[src/rtl/class_hvec_search_pkg.sv]
// ----------------------------------------------------------------------------
// class_hvec_pkg
// Shared widths and the search FSM state type for the class-hypervector
// associative search. Every file of the block imports this package, so the
// widths are defined in one place only.
// ----------------------------------------------------------------------------
package class_hvec_pkg;

   localparam int DI_PARALLEL_W_BITS = 64;   // frame width in bits
   localparam int NUM_CLASSES        = 8;    // stored class hypervectors
   localparam int NUM_FRAMES         = 3;    // frames per hypervector
   localparam int CLASS_W            = $clog2(NUM_CLASSES);
   localparam int FRAME_W            = 2;
   // Wide enough for the worst-case distance NUM_FRAMES*W (all bits differ).
   localparam int DIST_W             = $clog2(NUM_FRAMES*DI_PARALLEL_W_BITS+1);

   typedef enum logic [1:0] {
      LOAD   = 2'd0,
      SEARCH = 2'd1,
      DONE   = 2'd2
   } search_state_t;

endpackage

[src/rtl/class_hvec_search_if.sv]
// ----------------------------------------------------------------------------
// class_hvec_search_if
// Query input stream and result output stream of the associative search.
//   query_valid / query_ready / query_frame : query frames, in order 0..N-1
//   result_valid / result_ready             : result handshake
//   result_class / result_dist              : winning class and its distance
// The slave modport is the search block; the master modport is whatever
// feeds queries and consumes results.
// ----------------------------------------------------------------------------
interface class_hvec_search_if
   import class_hvec_pkg::*;
();

   logic                          query_valid;
   logic                          query_ready;
   logic [DI_PARALLEL_W_BITS-1:0] query_frame;
   logic                          result_valid;
   logic                          result_ready;
   logic [CLASS_W-1:0]            result_class;
   logic [DIST_W-1:0]             result_dist;

   modport master (
      output query_valid, query_frame, result_ready,
      input  query_ready, result_valid, result_class, result_dist
   );

   modport slave (
      input  query_valid, query_frame, result_ready,
      output query_ready, result_valid, result_class, result_dist
   );

endinterface

[src/rtl/class_hvec_search_popcount.sv]
// ----------------------------------------------------------------------------
// hvec_popcount
// Combinational population count built as a balanced adder tree: the vector
// is split in two halves, each half is counted by a smaller instance of this
// module, and the two partial counts are added.
//   vec : input vector, WIDTH bits
//   cnt : number of ones in vec, $clog2(WIDTH+1) bits
// ----------------------------------------------------------------------------
module hvec_popcount #(
   parameter int WIDTH = 64,
   parameter int OUT_W = $clog2(WIDTH+1)
) (
   input  logic [WIDTH-1:0] vec,
   output logic [OUT_W-1:0] cnt
);

   generate
      if (WIDTH == 1) begin : g_leaf
         assign cnt = vec;
      end else begin : g_split
         localparam int LO_W  = WIDTH / 2;
         localparam int HI_W  = WIDTH - LO_W;
         localparam int LO_OW = $clog2(LO_W+1);
         localparam int HI_OW = $clog2(HI_W+1);

         logic [LO_OW-1:0] cnt_lo;
         logic [HI_OW-1:0] cnt_hi;

         hvec_popcount #(.WIDTH(LO_W)) u_lo (
            .vec (vec[LO_W-1:0]),
            .cnt (cnt_lo)
         );

         hvec_popcount #(.WIDTH(HI_W)) u_hi (
            .vec (vec[WIDTH-1:LO_W]),
            .cnt (cnt_hi)
         );

         // Both halves are zero-extended to the output width; the sum never
         // exceeds WIDTH, so OUT_W bits always hold it.
         assign cnt = OUT_W'(cnt_lo) + OUT_W'(cnt_hi);
      end
   endgenerate

endmodule

[src/rtl/class_hvec_search.sv]
// ----------------------------------------------------------------------------
// class_hvec_search
// Classifies a query hypervector against the stored class hypervectors.
// The query is buffered frame by frame, then the class ROM is walked one
// (class, frame) pair per cycle while per-class Hamming distances are
// accumulated; the class with the smallest distance is returned (lowest
// index wins on a tie).
//   clk, rst_n       : clock, synchronous active-low reset
//   bus (slave)      : query frame stream in, result stream out
//   rom_frame_id     : class address to the class-vector ROM
//   rom_frame_index  : frame address to the class-vector ROM
//   rom_class_vec    : ROM data, combinational from the address
//   busy             : high while searching or holding a result
// ----------------------------------------------------------------------------
module class_hvec_search
   import class_hvec_pkg::*;
(
   input  logic                          clk,
   input  logic                          rst_n,
   class_hvec_search_if.slave            bus,
   output logic [CLASS_W-1:0]            rom_frame_id,
   output logic [FRAME_W-1:0]            rom_frame_index,
   input  logic [DI_PARALLEL_W_BITS-1:0] rom_class_vec,
   output logic                          busy
);

   localparam int PC_W = $clog2(DI_PARALLEL_W_BITS+1);

   search_state_t                 state_reg;
   logic [FRAME_W-1:0]            load_cnt_reg;
   logic [FRAME_W-1:0]            frame_cnt_reg;
   logic [CLASS_W-1:0]            class_cnt_reg;
   logic [DIST_W-1:0]             acc_reg;
   logic [DIST_W-1:0]             best_dist_reg;
   logic [CLASS_W-1:0]            best_class_reg;
   logic                          result_valid_reg;
   logic                          busy_reg;
   logic [DI_PARALLEL_W_BITS-1:0] qbuf [NUM_FRAMES];

   logic                          load_hs;
   logic [DI_PARALLEL_W_BITS-1:0] diff;
   logic [PC_W-1:0]               pc;
   logic [DIST_W-1:0]             dist_next;
   logic                          last_frame;
   logic                          last_class;

   // Ready is gated by rst_n so nothing is accepted while reset is held.
   assign bus.query_ready = rst_n && (state_reg == LOAD);
   assign load_hs         = bus.query_valid && bus.query_ready;

   assign rom_frame_id    = class_cnt_reg;
   assign rom_frame_index = frame_cnt_reg;

   assign diff = qbuf[frame_cnt_reg] ^ rom_class_vec;

   hvec_popcount #(.WIDTH(DI_PARALLEL_W_BITS)) u_popcount (
      .vec (diff),
      .cnt (pc)
   );

   // Running distance including the current frame; frame 0 restarts the sum,
   // so the accumulator never needs an explicit clear between classes.
   assign dist_next  = ((frame_cnt_reg == '0) ? '0 : acc_reg) + DIST_W'(pc);
   assign last_frame = (frame_cnt_reg == FRAME_W'(NUM_FRAMES-1));
   assign last_class = (class_cnt_reg == CLASS_W'(NUM_CLASSES-1));

   assign bus.result_valid = result_valid_reg;
   assign bus.result_class = best_class_reg;
   assign bus.result_dist  = best_dist_reg;
   assign busy             = busy_reg;

   // Query buffer: plain data storage, no reset needed.
   always_ff @(posedge clk) begin
      if (load_hs) begin
         qbuf[load_cnt_reg] <= bus.query_frame;
      end
   end

   always_ff @(posedge clk) begin
      if (!rst_n) begin
         state_reg        <= LOAD;
         load_cnt_reg     <= '0;
         frame_cnt_reg    <= '0;
         class_cnt_reg    <= '0;
         acc_reg          <= '0;
         best_dist_reg    <= '0;
         best_class_reg   <= '0;
         result_valid_reg <= 1'b0;
         busy_reg         <= 1'b0;
      end else begin
         case (state_reg)
            LOAD: begin
               if (load_hs) begin
                  if (load_cnt_reg == FRAME_W'(NUM_FRAMES-1)) begin
                     state_reg     <= SEARCH;
                     busy_reg      <= 1'b1;
                     load_cnt_reg  <= '0;
                     frame_cnt_reg <= '0;
                     class_cnt_reg <= '0;
                  end else begin
                     load_cnt_reg <= load_cnt_reg + 1'b1;
                  end
               end
            end

            SEARCH: begin
               acc_reg <= dist_next;
               if (last_frame) begin
                  frame_cnt_reg <= '0;
                  // Strict less-than keeps the earlier (lower) class on a tie.
                  if ((class_cnt_reg == '0) || (dist_next < best_dist_reg)) begin
                     best_dist_reg  <= dist_next;
                     best_class_reg <= class_cnt_reg;
                  end
                  if (last_class) begin
                     class_cnt_reg    <= '0;
                     state_reg        <= DONE;
                     result_valid_reg <= 1'b1;
                  end else begin
                     class_cnt_reg <= class_cnt_reg + 1'b1;
                  end
               end else begin
                  frame_cnt_reg <= frame_cnt_reg + 1'b1;
               end
            end

            DONE: begin
               if (bus.result_ready) begin
                  state_reg        <= LOAD;
                  result_valid_reg <= 1'b0;
                  busy_reg         <= 1'b0;
                  load_cnt_reg     <= '0;
               end
            end

            default: begin
               state_reg        <= LOAD;
               result_valid_reg <= 1'b0;
               busy_reg         <= 1'b0;
            end
         endcase
      end
   end

endmodule

[src/flat_wrapper.sv]
// flat-port wrapper written by rule: the top's interface ports become plain ports
module class_hvec_search_flat import class_hvec_pkg::*;
  (clk, rst_n, rom_frame_id, rom_frame_index, rom_class_vec, busy, bus_query_valid, bus_query_frame, bus_result_ready, bus_query_ready, bus_result_valid, bus_result_class, bus_result_dist);
  class_hvec_search_if bus_i ();
  input  logic clk;
  input  logic rst_n;
  output logic [CLASS_W-1:0] rom_frame_id;
  output logic [FRAME_W-1:0] rom_frame_index;
  input  logic [DI_PARALLEL_W_BITS-1:0] rom_class_vec;
  output logic busy;
  input wire logic [$bits(bus_i.query_valid)-1:0] bus_query_valid;
  input wire logic [$bits(bus_i.query_frame)-1:0] bus_query_frame;
  input wire logic [$bits(bus_i.result_ready)-1:0] bus_result_ready;
  output wire logic [$bits(bus_i.query_ready)-1:0] bus_query_ready;
  output wire logic [$bits(bus_i.result_valid)-1:0] bus_result_valid;
  output wire logic [$bits(bus_i.result_class)-1:0] bus_result_class;
  output wire logic [$bits(bus_i.result_dist)-1:0] bus_result_dist;
  assign bus_i.query_valid = bus_query_valid;
  assign bus_i.query_frame = bus_query_frame;
  assign bus_i.result_ready = bus_result_ready;
  assign bus_query_ready = bus_i.query_ready;
  assign bus_result_valid = bus_i.result_valid;
  assign bus_result_class = bus_i.result_class;
  assign bus_result_dist = bus_i.result_dist;
  class_hvec_search u_core (.clk(clk), .rst_n(rst_n), .bus(bus_i), .rom_frame_id(rom_frame_id), .rom_frame_index(rom_frame_index), .rom_class_vec(rom_class_vec), .busy(busy));
endmodule
[config.mk]
export PLATFORM = sky130hd
export DESIGN_NAME = class_hvec_search_flat
export DESIGN_NICKNAME = d
export VERILOG_FILES = /design/src/rtl/class_hvec_search_pkg.sv /design/src/rtl/class_hvec_search_if.sv /design/src/rtl/class_hvec_search_popcount.sv /design/src/rtl/class_hvec_search.sv /design/src/flat_wrapper.sv
export SDC_FILE = /design/constraint.sdc
export NUM_CORES = 1
export LEC_CHECK = 0
export BUFFER_PORTS_ARGS = -buffer_cell sky130_fd_sc_hd__buf_4
export CAP_MARGIN = 20
export CORE_UTILIZATION = 45
export CTS_BUF_LIST = sky130_fd_sc_hd__clkbuf_8
export DETAILED_ROUTE_END_ITERATION = 10
export GPL_ROUTABILITY_DRIVEN = 0
export PLACE_DENSITY = 0.75
export SETUP_SLACK_MARGIN = 0.05
export SKIP_CTS_REPAIR_TIMING = 1
export SLEW_MARGIN = 20
export SYNTH_ARGS = -nofsm -noshare
export SYNTH_HDL_FRONTEND = slang
export SYNTH_SLANG_ARGS = --single-unit
[constraint.sdc]
create_clock -name clk -period 20.8 [get_ports clk]
set_clock_uncertainty 0.1 [all_clocks]
set_input_delay 4.16 -clock clk [delete_from_list [all_inputs] [get_ports clk]]
set_output_delay 4.16 -clock clk [all_outputs]
set_load 0.01 [all_outputs]
==> flow_summary.json, run 1 <==
{
  "cts_buffers": 38,
  "cp-start-kind": "input port",
  "antenna_left": 0,
  "dp_hpwl_um": 15830,
  "core_area_sq_um": 23680,
  "cts.clk_slew.worst_paths_ps": 60,
  "slew_headroom_pct": 33.34,
  "worst_pin_slew_ps": 997.8,
  "timing.critical_path.buf_inv": 5,
  "area_growth_pct": 19.55,
  "synth_enable_flop_cells": 192,
  "crit_slowest_cell": "a21boi_1",
  "ys_warn_count": 0,
  "drc": 0,
  "dieHeight_um": 158.2,
  "dieWidth_um": 158.2,
  "avgSynthCellArea_sq_um": 13.48,
  "htree_levels": 2,
  "synth.distinct_cells": 50,
  "hold_class": "reg2reg",
  "grt_pass1_wl_um": 34960,
  "synthTopCellsByArea": "edfxtp_1 53%, fa_1 10%, mux2i_1 6.4%, dfxtp_1 5.8%, ha_1 3.9%",
  "initial_core_util_pct": 46.34,
  "syn_nets": 1036,
  "antenna-diode-count": 0,
  "grtUsageTotal_pct": 18.91,
  "max_freq_ghz": 0.08498,
  "final_util_pct": 55.40,
  "wl_per_cell_um": 17.06,
  "synth_top_area_share_pct": 52.54,
  "yosysTopAreaCell": "edfxtp_1",
  "cp.arrival_ps": 12120,
  "root_buffer": "clkbuf_8",
  "synth_area_sq_um": 10970,
  "firstDrtPassIters": 4,
  "io_buffers": 150,
  "maxCapViolCount": 0,
  "maxSlewViolCount": 0,
  "grt_pass1_vias": 6699,
  "fin_hold_ws_ps": 355.5,
  "layout_common_cells": "192 x edfxtp_1, 156 x buf_4, 96 x nand2_1",
  "crit_required_ps": 21150,
  "async_reset_ff_share_pct": 0,
  "avgViaCountPerCell": 4.929,
  "hold_path_depth": 2,
  "path_class": "in2reg",
  "crit_family": "adder cells",
  "fin_setup_tns_ps": 0,
  "hold_viol": 0,
  "worstSkewPairLatency_ps": 530,
  "die_area_sq_um": 25020,
  "rsz0062_at_grt": "no",
  "crit_path_end_kind": "flip-flop",
  "status": "completed",
  "ys_ff_latch": 224,
  "drt_wl_total_um": 22660,
  "cts.sinks": 224,
  "vias": 6546,
  "synth_ff_type": "edfxtp_1",
  "fp-row-count": 56,
  "period_minus_slack_ps": 11770,
  "reg2reg_depth": 27,
  "cts_tree": "yes",
  "drt_iter0_markers": 314,
  "ios": 151,
  "final_common_cell": "edfxtp_1",
  "nets": 1202,
  "cts_buffer_depth": 3,
  "period_share_pct": 56.57,
  "grt_max_degree": 75,
  "ys_seq_area_share_pct": 58.37,
  "antenna_found_initial": 0,
  "cp.depth": 25,
  "grt_remaining_overflow": 0,
  "syn-instance-count": 814,
  "critPathMostFrequentCell": "fa_1",
  "largest_reg_flops": 192,
  "worstPathMaxFanout": 9,
  "layout-drive-gt1-share_pct": 21.01,
  "setup_violations": 0,
  "critPathMaxStageDelay_ps": 820
}
[logic make-up (layout without fill, tap and decap cells)]
family,after synthesis,after routing,share of synthesized area (%)
buf+inv,91,286,3.238
xor+xnor,68,68,5.427
simple gates,150,150,6.145
compound gates,121,121,6.339
mux,70,70,6.385
fa+ha+maj,90,90,14.09
flops,224,224,58.37
[cells in the mapped netlist, drive strengths merged (2+ instances only)]
master     n
o21ai     71
mux2i     70
o311ai     2
nand3      5
o31a       2
dfxtp     32
o211ai     3
fa        56
nor4       2
nor2      16
buf       11
a22oi      2
nor2b     14
xnor2     23
clkbuf    19
or3        2
nand2b     5
o21a       4
nand2     96
o2111ai    2
and2       2
edfxtp   192
o31ai      4
ha        34
xor2      45
inv       61
nor3b      2
a21oi     20
[worst paths after layout]
| kind | end | slack (ps) | startpoint |
|---|---|---|---|
| max | u_core.bus.result_dist[4]$_SDFFE_PN0P_ | 9030 | rom_class_vec[10] |
| max reg2reg | u_core.bus.result_dist[4]$_SDFFE_PN0P_ | 10930 | flip-flop |
| min reg2reg | u_core.bus.result_class[0]$_SDFFE_PN0P_ | 360 | u_core.bus.result_class[0]$_SDFFE_PN0P_ |
| min | u_core.bus.result_class[0]$_SDFFE_PN0P_ | 360 | u_core.bus.result_class[0]$_SDFFE_PN0P_ |
[per-layer routing]
metal	GRT usage [%]	part of all wire, %	vias up
li1	-	-	3193
met1	23.67	42	3149
met2	31.91	49	166
met3	5.092	6.9	38
met4	5.769	1.9	0
met5	0	0	-
[tightest hold or removal path: cells and delay by family, from the launching register on]
family / cells / cell delay (ps)
mux: 1 / 50
simple gates: 1 / 50
flops: 1 / 310
[stage by stage]
stage / std cells / worst slack [ps] / cell area (sq um)
CTS: 1328 / 8983 / 13120
floorplan: 814 / 9514 / 10970
global route: 1328 / 8570 / 13120
global placement: 1259 / 8622 / 12440
detailed placement: 1259 / 8424 / 12440
finish: 1328 / 9033 / 13120
[final cells by class]
cell class	count	area (sq um)
clock buffer	41	564.3
clock inverter	28	116.4
multi-input combinational	499	4227
timing repair buffer	156	1171
fill	2008	10560
tap	319	399.1
inverter	61	229.0
sequential	224	6414
Power of run 1 is left out: the tool's default activity adds up to more than one toggle a clock period on the data nets, which glitch-free logic cannot reach.
==> inputs of run 2 (changes only) <==
- ABC_AREA: not set -> 1
- PLACE_DENSITY: 0.75 -> 0.77
- clock period: 20.8 -> 9.6 ns (I/O delays scaled with it)
==> run 2 against run 1 <==
- register-to-register slack worse by 9900 ps
- critical path depth is 8 higher
- design area is 0.24% higher
- non-clock buffer count is 6 higher
- utilization is 0.13 points higher
- cell count is 7.9% higher
- hold slack better by 17 ps
- flip-flop and latch count stayed put
- sequential share of layout area is 0.16 points lower
- clock-buffer cell count stayed put
- area after synthesis is 0.29% lower
==> flow_summary.json, run 2 <==
{
  "status": "completed",
  "critPathMostFrequentCell": "fa_1",
  "cts.clk_slew.worst_paths_ps": 60,
  "dp.cells": 1366,
  "worstSkewPairLatency_ps": 520,
  "ios": 151,
  "cts_buffers": 37,
  "hold_class": "reg2reg",
  "fp-row-count": 56,
  "largest_reg_flops": 192,
  "wl_per_cell_um": 16.46,
  "core_area_sq_um": 23680,
  "drc": 0,
  "fin_setup_tns_ps": 0,
  "maxCapViolCount": 0,
  "ys_seq_area_share_pct": 58.54,
  "root_buffer": "clkbuf_8",
  "setup_violations": 0,
  "cts_tree": "yes",
  "syn-instance-count": 919,
  "period_minus_slack_ps": 8818,
  "async_reset_ff_share_pct": 0,
  "ys_ff_latch": 224,
  "path_class": "in2reg",
  "avgViaCountPerCell": 4.911,
  "slew_headroom_pct": 46.20,
  "dp_hpwl_um": 16460,
  "ys_warn_count": 0,
  "htree_levels": 2,
  "synth.distinct_cells": 31,
  "syn_nets": 1141,
  "drt_wl_total_um": 23580,
  "firstDrtPassIters": 5,
  "synth_most_common_cell": "edfxtp_1",
  "cts.sinks": 224,
  "synth_area_sq_um": 10940,
  "grtUsageTotal_pct": 19.55,
  "nets": 1308,
  "hold_viol": 0,
  "crit_path_end_kind": "flip-flop",
  "max_freq_ghz": 0.1134,
  "cts_buffer_depth": 3,
  "cp-start-kind": "input port",
  "reg2reg_slack_ps": 1050,
  "period_share_pct": 91.86,
  "synth_top_area_share_pct": 52.69,
  "dieWidth_um": 157.9,
  "final_common_cell": "edfxtp_1",
  "maxSlewViolCount": 0,
  "antenna_left": 0,
  "synth_ff_type": "edfxtp_1",
  "synth.top_cells.by_count": "192 x edfxtp_1, 171 x nand2_1, 93 x inv_1",
  "cp.arrival_ps": 9130,
  "final_cells": 1433,
  "initial_core_util_pct": 46.21,
  "yosysTopAreaCell": "edfxtp_1",
  "layout_common_cells": "192 x edfxtp_1, 171 x nand2_1, 158 x buf_4",
  "grt_pass1_wl_um": 36200,
  "final_util_pct": 55.53,
  "area_growth_pct": 20.18,
  "synth_enable_flop_cells": 192,
  "antenna_found_initial": 1,
  "worstPathMaxFanout": 13,
  "grt_pass1_vias": 7043,
  "drt_iter0_markers": 388,
  "grt_remaining_overflow": 0,
  "die_area_sq_um": 24950,
  "dieHeight_um": 157.9,
  "grt_max_degree": 129,
  "crit_slowest_cell": "fa_1",
  "critPathMaxStageDelay_ps": 550,
  "avgSynthCellArea_sq_um": 11.91,
  "rsz0062_at_grt": "no",
  "synthTopCellsByArea": "edfxtp_1 53%, fa_1 10%, nand2_1 5.9%, dfxtp_1 5.9%, xnor2_1 3.9%",
  "crit_required_ps": 9910,
  "worst_pin_slew_ps": 806.2,
  "io_buffers": 150,
  "vias": 7037,
  "layout-drive-gt1-share_pct": 20.22
}
[run 2: final timing paths]
kind,startpoint,to,depth (start not counted)
worst max-delay path,rom_class_vec[30],u_core.bus.result_class[1]$_SDFFE_PN0P_,33
worst min-delay path,u_core.busy$_SDFFE_PN0P_,u_core.busy$_SDFFE_PN0P_,2
worst max register to register,flip-flop,u_core.bus.result_class[1]$_SDFFE_PN0P_,37
worst min register to register,u_core.busy$_SDFFE_PN0P_,u_core.busy$_SDFFE_PN0P_,2
[run 2: critical path, delay by kind of cell]
kind / cells / cell delay [ps]
buf+inv: 8 / 610
fa+ha+maj: 11 / 5040
simple gates: 13 / 1210
xor+xnor: 1 / 340
[run 2: cell type report]
class                      count  area [sq um]
antenna                        1         2.502
clock buffer                  41         564.3
clock inverter                25         132.6
fill                        2017         10530
inverter                      96         361.6
multi-input combinational    565          4018
sequential                   224          6407
tap                          319         399.1
timing repair buffer         162          1266
[run 2: through the flow]
step	instance area (sq um)	setup slack, ps	hold WS [ps]
after floorplan	10940	909.1	329.4
after global routing	13150	432.3	405.5
after CTS	13150	775.3	370.8
after detailed placement	12450	234.4	362.3
final	13150	781.7	372.7
after global placement	12450	413.8	356.0
[run 2: logic make-up after synthesis]
logic type / count (synthesis) / synth area share, %
simple gates: 293 / 11.58
fa+ha+maj: 90 / 14.13
flops: 224 / 58.54
compound gates: 112 / 5.305
xor+xnor: 70 / 5.603
buf+inv: 130 / 4.836
[run 2: metal layers]
| layer | part of all wire (%) | vias up | global-route usage, % |
|---|---|---|---|
| li1 | - | 3430 | - |
| met2 | 50 | 203 | 33.77 |
| met4 | 2.3 | 0 | 6.685 |
| met5 | 0 | - | 0 |
| met3 | 6.4 | 39 | 4.955 |
| met1 | 41 | 3365 | 23.77 |
Power of run 2 is left out for the same reason.
